--- src/rtl/uart_pkg.sv ---
// uart_pkg: shared parity encodings, FSM state constants and baud divisor helper
package uart_pkg;
  localparam int PAR_NONE = 0;
  localparam int PAR_ODD  = 1;
  localparam int PAR_EVEN = 2;
  typedef logic [2:0] state_t;
  localparam state_t ST_IDLE   = 3'd0;
  localparam state_t ST_START  = 3'd1;
  localparam state_t ST_DATA   = 3'd2;
  localparam state_t ST_PARITY = 3'd3;
  localparam state_t ST_STOP   = 3'd4;
  function automatic int clks_per_bit(input int clk_freq, input int baud_rate);
    return clk_freq / baud_rate;
  endfunction
endpackage

--- src/rtl/uart_rx_sync.sv ---
// uart_rx_sync: 2-FF synchronizer for the rx line plus falling-edge detect
module uart_rx_sync (
  input  logic clk,
  input  logic rst,
  input  logic rx,
  output logic rx_s,
  output logic fall
);
  logic s1, s2, s3;
  always_ff @(posedge clk or posedge rst)
    if (rst) {s1, s2, s3} <= 3'b111;
    else {s1, s2, s3} <= {rx, s1, s2};
  assign rx_s = s2;
  assign fall = s3 & ~s2;
endmodule

--- src/rtl/uart_rx.sv ---
// uart_rx: oversampling UART receiver with ready/acknowledge handshake
module uart_rx
  import uart_pkg::*;
#(
  parameter int CLK_FREQ   = 50_000_000,
  parameter int BAUD_RATE  = 9600,
  parameter int DATA_LEN   = 8,
  parameter int PARITY_BIT = 0,
  parameter int STOP_BIT   = 1
) (
  input  logic                clk,
  input  logic                rst,
  input  logic                rx,
  input  logic                data_readed,
  output logic [DATA_LEN-1:0] out_data,
  output logic                data_ready,
  output logic                overwritten,
  output logic                parity_error
);
  localparam int CPB = clks_per_bit(CLK_FREQ, BAUD_RATE);
  localparam int CW = $clog2(CPB + 1);
  localparam logic [CW-1:0] FULL = CW'(CPB - 1);
  localparam logic [CW-1:0] HALF = CW'(CPB / 2 - 1);
  localparam logic [3:0] LAST_D = 4'(DATA_LEN - 1);
  localparam logic [3:0] LAST_S = 4'(STOP_BIT - 1);
  logic rx_s, fall, tick, par_exp, perr, done;
  state_t state;
  logic [CW-1:0] cnt;
  logic [3:0] bit_cnt;
  logic [DATA_LEN-1:0] sh;
  uart_rx_sync u_sync (.clk(clk), .rst(rst), .rx(rx), .rx_s(rx_s), .fall(fall));
  always_comb begin
    tick = cnt == ((state == ST_START) ? HALF : FULL);
    par_exp = (PARITY_BIT == PAR_EVEN) ? ^sh : ~^sh;
  end
  // START samples at half a bit, every later state at full-bit intervals (mid-bit)
  always_ff @(posedge clk or posedge rst) begin
    if (rst) begin
      state   <= ST_IDLE;
      cnt     <= '0;
      bit_cnt <= '0;
      sh      <= '0;
      perr    <= 1'b0;
      done    <= 1'b0;
    end else begin
      done <= 1'b0;
      cnt  <= (state == ST_IDLE || tick) ? '0 : cnt + 1'b1;
      case (state)
        ST_IDLE: if (fall) begin
          state   <= ST_START;
          bit_cnt <= '0;
          perr    <= 1'b0;
        end
        ST_START: if (tick) state <= rx_s ? ST_IDLE : ST_DATA;
        ST_DATA: if (tick) begin
          sh      <= {rx_s, sh[DATA_LEN-1:1]};
          bit_cnt <= (bit_cnt == LAST_D) ? '0 : bit_cnt + 1'b1;
          if (bit_cnt == LAST_D) state <= (PARITY_BIT == PAR_NONE) ? ST_STOP : ST_PARITY;
        end
        ST_PARITY: if (tick) begin
          perr  <= rx_s != par_exp;
          state <= ST_STOP;
        end
        ST_STOP: if (tick) begin
          bit_cnt <= bit_cnt + 1'b1;
          done    <= rx_s && bit_cnt == LAST_S;
          if (!rx_s || bit_cnt == LAST_S) state <= ST_IDLE;
        end
        default: state <= ST_IDLE;
      endcase
    end
  end
  // a completing frame takes priority over a same-cycle acknowledge
  always_ff @(posedge clk or posedge rst) begin
    if (rst) begin
      out_data     <= '0;
      data_ready   <= 1'b0;
      overwritten  <= 1'b0;
      parity_error <= 1'b0;
    end else if (done) begin
      out_data     <= sh;
      parity_error <= perr;
      data_ready   <= 1'b1;
      overwritten  <= data_ready & ~data_readed;
    end else if (data_readed) begin
      data_ready  <= 1'b0;
      overwritten <= 1'b0;
    end
  end
endmodule

--- config.mk ---
export PLATFORM = sky130hd
export DESIGN_NAME = uart_rx
export DESIGN_NICKNAME = d
export VERILOG_FILES = /design/src/rtl/uart_pkg.sv /design/src/rtl/uart_rx_sync.sv /design/src/rtl/uart_rx.sv
export SDC_FILE = /design/constraint.sdc
export NUM_CORES = 1
export LEC_CHECK = 0
export ABC_CLOCK_PERIOD_IN_PS = 2320
export CORE_MARGIN = 4
export CORE_UTILIZATION = 50
export CTS_BUF_LIST = sky130_fd_sc_hd__clkbuf_8
export DETAILED_ROUTE_END_ITERATION = 16
export DONT_BUFFER_PORTS = 1
export PLACE_DENSITY = 0.74
export RECOVER_POWER = 100
export SLEW_MARGIN = 20
export SYNTH_ARGS = -nofsm -noshare
export SYNTH_HDL_FRONTEND = slang
export SYNTH_SLANG_ARGS = --single-unit
--- constraint.sdc ---
create_clock -name clk -period 2.32 [get_ports clk]
set_input_delay 0.58 -clock clk [delete_from_list [all_inputs] [get_ports clk]]
set_output_delay 0.58 -clock clk [all_outputs]
set_load 0.05 [all_outputs]
Word level (Yosys, flattened, before mapping)
Index checks and enable logic that the tools add are counted.
- bits in registers: 44
- latch bits: 0
- RAM bits: 0
- ROM bits: 0
- input bits: 4
- output and inout bits: 11
- logic and storage cells: 71
- memories kept: 0
- add/subtract/negate cells: 2
- multiply operators: 0
- div/mod/pow operators: 0
- order comparisons: 0
- equal/unequal tests: 14
- shift-type cells: 0
- multiplexer cells: 24
- bitwise logic cells: 4
- reduce and logical (&&, ||, !) cells: 14
- operators by type and width (operator ; count):
    13-bit 2-to-1 mux ; 2
    3-bit 2-to-1 mux ; 7
    4-bit 2-to-1 mux ; 4
    3-bit case mux with 5 select lines ; 1
    2-bit inequality test (second input constant) ; 7
    13-bit by 1-bit adder with 13-bit output (second input constant) ; 1
    13-bit equality test ; 1
    4-bit case mux with 3 select lines ; 1
    8-bit XNOR reduction ; 1
    1-bit 2-to-1 mux ; 7
    7-bit AND reduction ; 1
    3-bit by 2-bit equality test with 1-bit output (second input constant) ; 2
    4-bit by 1-bit adder with 4-bit output (second input constant) ; 1
    4-bit by 3-bit equality test with 1-bit output (second input constant) ; 1
    4-bit zero test ; 1
    4-bit AND reduction ; 1
    2-bit nonzero test ; 2
    3-bit by 1-bit equality test with 1-bit output (second input constant) ; 1
    3-bit equality test (second input constant) ; 1
    3-bit zero test ; 1
    3-bit AND reduction ; 1
    3-bit nonzero test ; 1
    1-bit bitwise AND ; 2
    1-bit logical OR ; 2
    7 further kinds ; 8

Depth between registers and ports, before layout
- word-level depth: 5
- gate-level depth with buffers: 7
- depth with buffers taken out: 6

Cells and area by module
From an unflattened synthesis, not the netlist that was laid out.
- cell total of the unflattened synthesis: 183
- area, all modules: 2105.8 µm²
- by module, submodules not included (module ; times used ; cells each ; area an instance (µm²) ; sequential area each (µm²)):
    uart_rx ; 1 ; 178 ; 2009.4 ; 1026.0
    uart_rx_sync ; 1 ; 5 ; 96.3 ; 78.8

Least setup slack after synthesis
No wires, ideal clock.
- kind: register -> register
- from: reg cnt[0]
- to: reg sh[0]
- library setup time: 125 ps
- arrival time: 1837 ps
- required time: 2195 ps
- slack: 358 ps
- stages on the path, launching flop included: 7
- path buffers: 0
- clock period less this slack: 1962 ps
- cell sequence: dfrtp_1 ha_1 nor3b_1 and2_1 o21ai_2 nor3_4 mux2_2
- word-level cells in the longest chain between the ends: 2
- RTL lines (element ; line ; source):
    from (decl) ; uart_rx.sv:28 ; logic [CW-1:0] cnt;
    from (signal assigned) ; uart_rx.sv:47 ; cnt <= (state == ST_IDLE || tick) ? '0 : cnt + 1'b1;
    13-bit equality test ; uart_rx.sv:33 ; tick = cnt == ((state == ST_START) ? HALF : FULL);
    2-bit AND reduction (no line) ; n/a ;
    to (signal assigned) ; uart_rx.sv:56 ; sh <= {rx_s, sh[DATA_LEN-1:1]};
    to (decl) ; uart_rx.sv:30 ; logic [DATA_LEN-1:0] sh;
No other way between the ends.
A chain may end at the register's enable or synchronous reset.

Worst setup path after layout
- from: reg state[1]
- to: reg sh[2]
- word-level cells in the longest chain between the ends: 4
- elaborated cells between the ends (all ways): 5
- classes of those cells: eq/ne: 3; mux: 1; reduce/logical: 1
- RTL lines (element ; line ; source):
    from (decl) ; uart_rx.sv:27 ; state_t state;
    from (signal assigned) ; uart_rx.sv:54 ; ST_START: if (tick) state <= rx_s ? ST_IDLE : ST_DATA;
    from (signal assigned) ; uart_rx.sv:58 ; if (bit_cnt == LAST_D) state <= (PARITY_BIT == PAR_NONE) ? ST_STOP : ST_PARITY;
    3-bit by 1-bit equality test with 1-bit output ; uart_rx.sv:33 ;
    13-bit 2-to-1 mux ; uart_rx.sv:33 ;
    13-bit equality test ; uart_rx.sv:33 ;
    2-bit AND reduction (no line) (*) ; n/a ;
Mark *: on every way between the ends. The rest lies on a longest branch, timed or not.

==> metrics <==
Rel. slew slack=30.39%; post-DR vias/cell=5.573; Congestion Overflow GR=0; WHS Endpoint=u_sync.s1; Residual DRC=0; dpl hpwl=~2700 um; Diodes inserted=0; top cell type's share of synthesized area=between 40% and 50%; Area contributors post-synth=dfrtp_1 48%, mux2_2 8.4%, nor2_1 4.4%, dfstp_2 3.7%, xnor2_1 3.7%; Synth area leader=dfrtp_1; Worst setup SP type=flip-flop; Mapped Cells=approximately 190; CTS sink count=44; Hold Path Depth=0; WP data arrival=2.33 ns; hold_buf cts=0; max-cap violations=0; prevailing post-synth register cell=dfrtp_1; internal power=0.001239 W; Slew Limit Fails=0; Routed wire per std cell=14.83 um; crit-path max cell delay=0.43 ns; CTS tree=yes; CP required=approximately 2.5 ns; First-pass DRT Iterations=4; leakage=1.099 nW; Core Footprint=just over 0.004 sq mm; total power=0.001709 W; die height=approximately 74 um; layout cells sized above 1=18.69%; synth cell count leaders=41 x dfrtp_1, 25 x nor2_1, 16 x mux2_2; nets@finish=204; Avg Synthesized Cell Area=approximately 11 sq um; sequential cell area fraction in the yosys report=51.31%; Clock Skew=around 0.0060 ns; CP Buf/Inv Count=1; EDFF count, synth=0; vias in the first global route=between 1000 and 1500; switching pwr=0.0004705 W; worst min path class=input port to flip-flop; Syn Nets=199; CTS root buffer=clkbuf_8; clock latency on the worst-skew pair=~0.29 ns; RSZ-0062 raised after global routing=false; I/O pin count=15; setup_tns=0 ns; Crit path max-delay family=simple AND/OR/NAND/NOR gates; Clock transition at path regs=0.08 ns; Syn Std Cell Area=0.002153 sq mm; minimum clock period=2.147 ns; Worst setup EP type=flip-flop; outcome=finished clean; Vias=approximately 1400; Worst Max-Slew Pin Slew=1.044 ns; pin count of the biggest net entering global routing=45; Sequential Power Share=53.9%; R2R depth=6; Die ar.=0.005421 sq mm; maximum clock insertion buffer count=2; CTS Buf Count=5; # port buffers=0; Worst Setup Path Type=flip-flop to flip-flop; P&R area growth vs syn=9.006%; Fin Hold WS=0.2816 ns; FF-to-FF Start=state[1]; crit-path max FO=8; H-tree depth=2; Post-DRT Antenna Nets=0; Rows=23; first-pass GRT wire length=roughly 6400 um; peak supply drop=616.0 uV; Clock power frac=between 30% and 40%; R2R Path End=sh[2]; Comb power frac=12.2%; final setup violating endpoints=0; initial antenna violation count=0; Total GRT Usage=14.89%; CP max stage cell=dfrtp_1; Fmax=approximately 470 MHz; Final period util=92.52%; count leader, synth=dfrtp_1; Initial Utilization=52.69%; GP Congestion=between 0.8 and 0.9; Post-synth ARST share=100.0%; flop-to-flop setup slack=0.17 ns; Syn. warnings=0; distinct cell type count after synthesis=48; pwr/cell area=728.2 mW/mm^2; Total Routed Length=~3700 um; final hold vios=0; hold path startpoint=rx; DR iter-0 viols=between 50 and 60; Seq cells post-synth=44; CP cell instances=nor3b_2 > nor4b_4 > o21ai_2 > nor3_4 > buf_12 > mux2_2; Die X=73.63 um; Switching Fraction=roughly 28%
cell usage in the layout, fill, tap and decap left out, drive strengths merged, types with 4 or more instances in the layout:
cell type and n:
mux2 17, dfrtp 41, xor2 8, nor2 25, clkbuf 6, nand2 11
xnor2 9, mux2i 4, inv 9, and2 5, nand2b 4
layout make-up:
class | instances | area [sq um]
inverter | 9 | 33.78
sequential | 44 | 1105
tap | 50 | 62.56
clock inverter | 3 | 42.54
multi-input combinational | 133 | 994.7
fill | 348 | 1739
timing repair buffer | 4 | 40.04
clock buffer | 5 | 68.82
routing by layer:
layer / global-route usage (%) / vias to the layer above / part of all wire [%]
li1: - / 677 / -
met1: 20.58 / 684 / 48
met2: 24.02 / 17 / 48
met3: 3.420 / 4 / 2.7
met4: 3.018 / 0 / 0.68
met5: 0 / - / 0
power by group through the flow:
stage / clock network, W / logic (W) / registers (W)
2_1_floorplan: 0 / 0.000194 / 0.000899
6_report: 0.000580 / 0.000208 / 0.000921
3_3_place_gp: 0 / 0.000201 / 0.000931
5_1_grt: 0.000621 / 0.000243 / 0.000934
4_1_cts: 0.000595 / 0.000212 / 0.000920
3_5_place_dp: 0 / 0.000211 / 0.000935
state kept, by name, indices dropped and copies added, names as in the netlist:
name / cells
bit_cnt: 4
cnt: 13
data_ready: 1
done: 1
out_data: 8
overwritten: 1
parity_error: 1
perr: 1
sh: 8
state: 3
u_sync.rx_s: 1
u_sync.s1: 1
u_sync.s3: 1
per-stage QoR:
stage	utilization, %	cell area, sq um	worst slack, ns	instances
2_1_floorplan	-	2153	0.3584	192
3_3_place_gp	54.16	2213	0.1697	239
3_5_place_dp	54.16	2213	0.08421	239
4_1_cts	56.89	2325	0.05914	247
5_1_grt	57.44	2347	0.02501	248
6_report	57.44	2347	0.1735	248
timing repair:
| item | CTS | global route |
|---|---|---|
| resized for setup | 0 | 1 |
| setup buffers | 0 | 1 |
| endpoints found under the setup margin | 0 | 8 |
how the worst max path moves through the flow:
stage | cells past startpoint | startpoint | to
final | 6 | state[1] | sh[2]
after global routing | 7 | cnt[0] | sh[2]
after CTS | 6 | cnt[0] | sh[2]
after detailed placement | 6 | cnt[0] | sh[2]
after global placement | 6 | cnt[0] | sh[6]
after floorplan | 6 | cnt[0] | sh[0]
cell families after synthesis:
logic type / synth area share, %
AOI/OAI and AO/OA: 6.276
xor gates and xnor gates: 7.961
adders and majority gates: 1.743
buffers and inverters: 2.731
DFF: 51.31
muxes: 10.75
and+or+nand+nor: 19.23
Note: power is estimated with default switching activity, not from simulation.
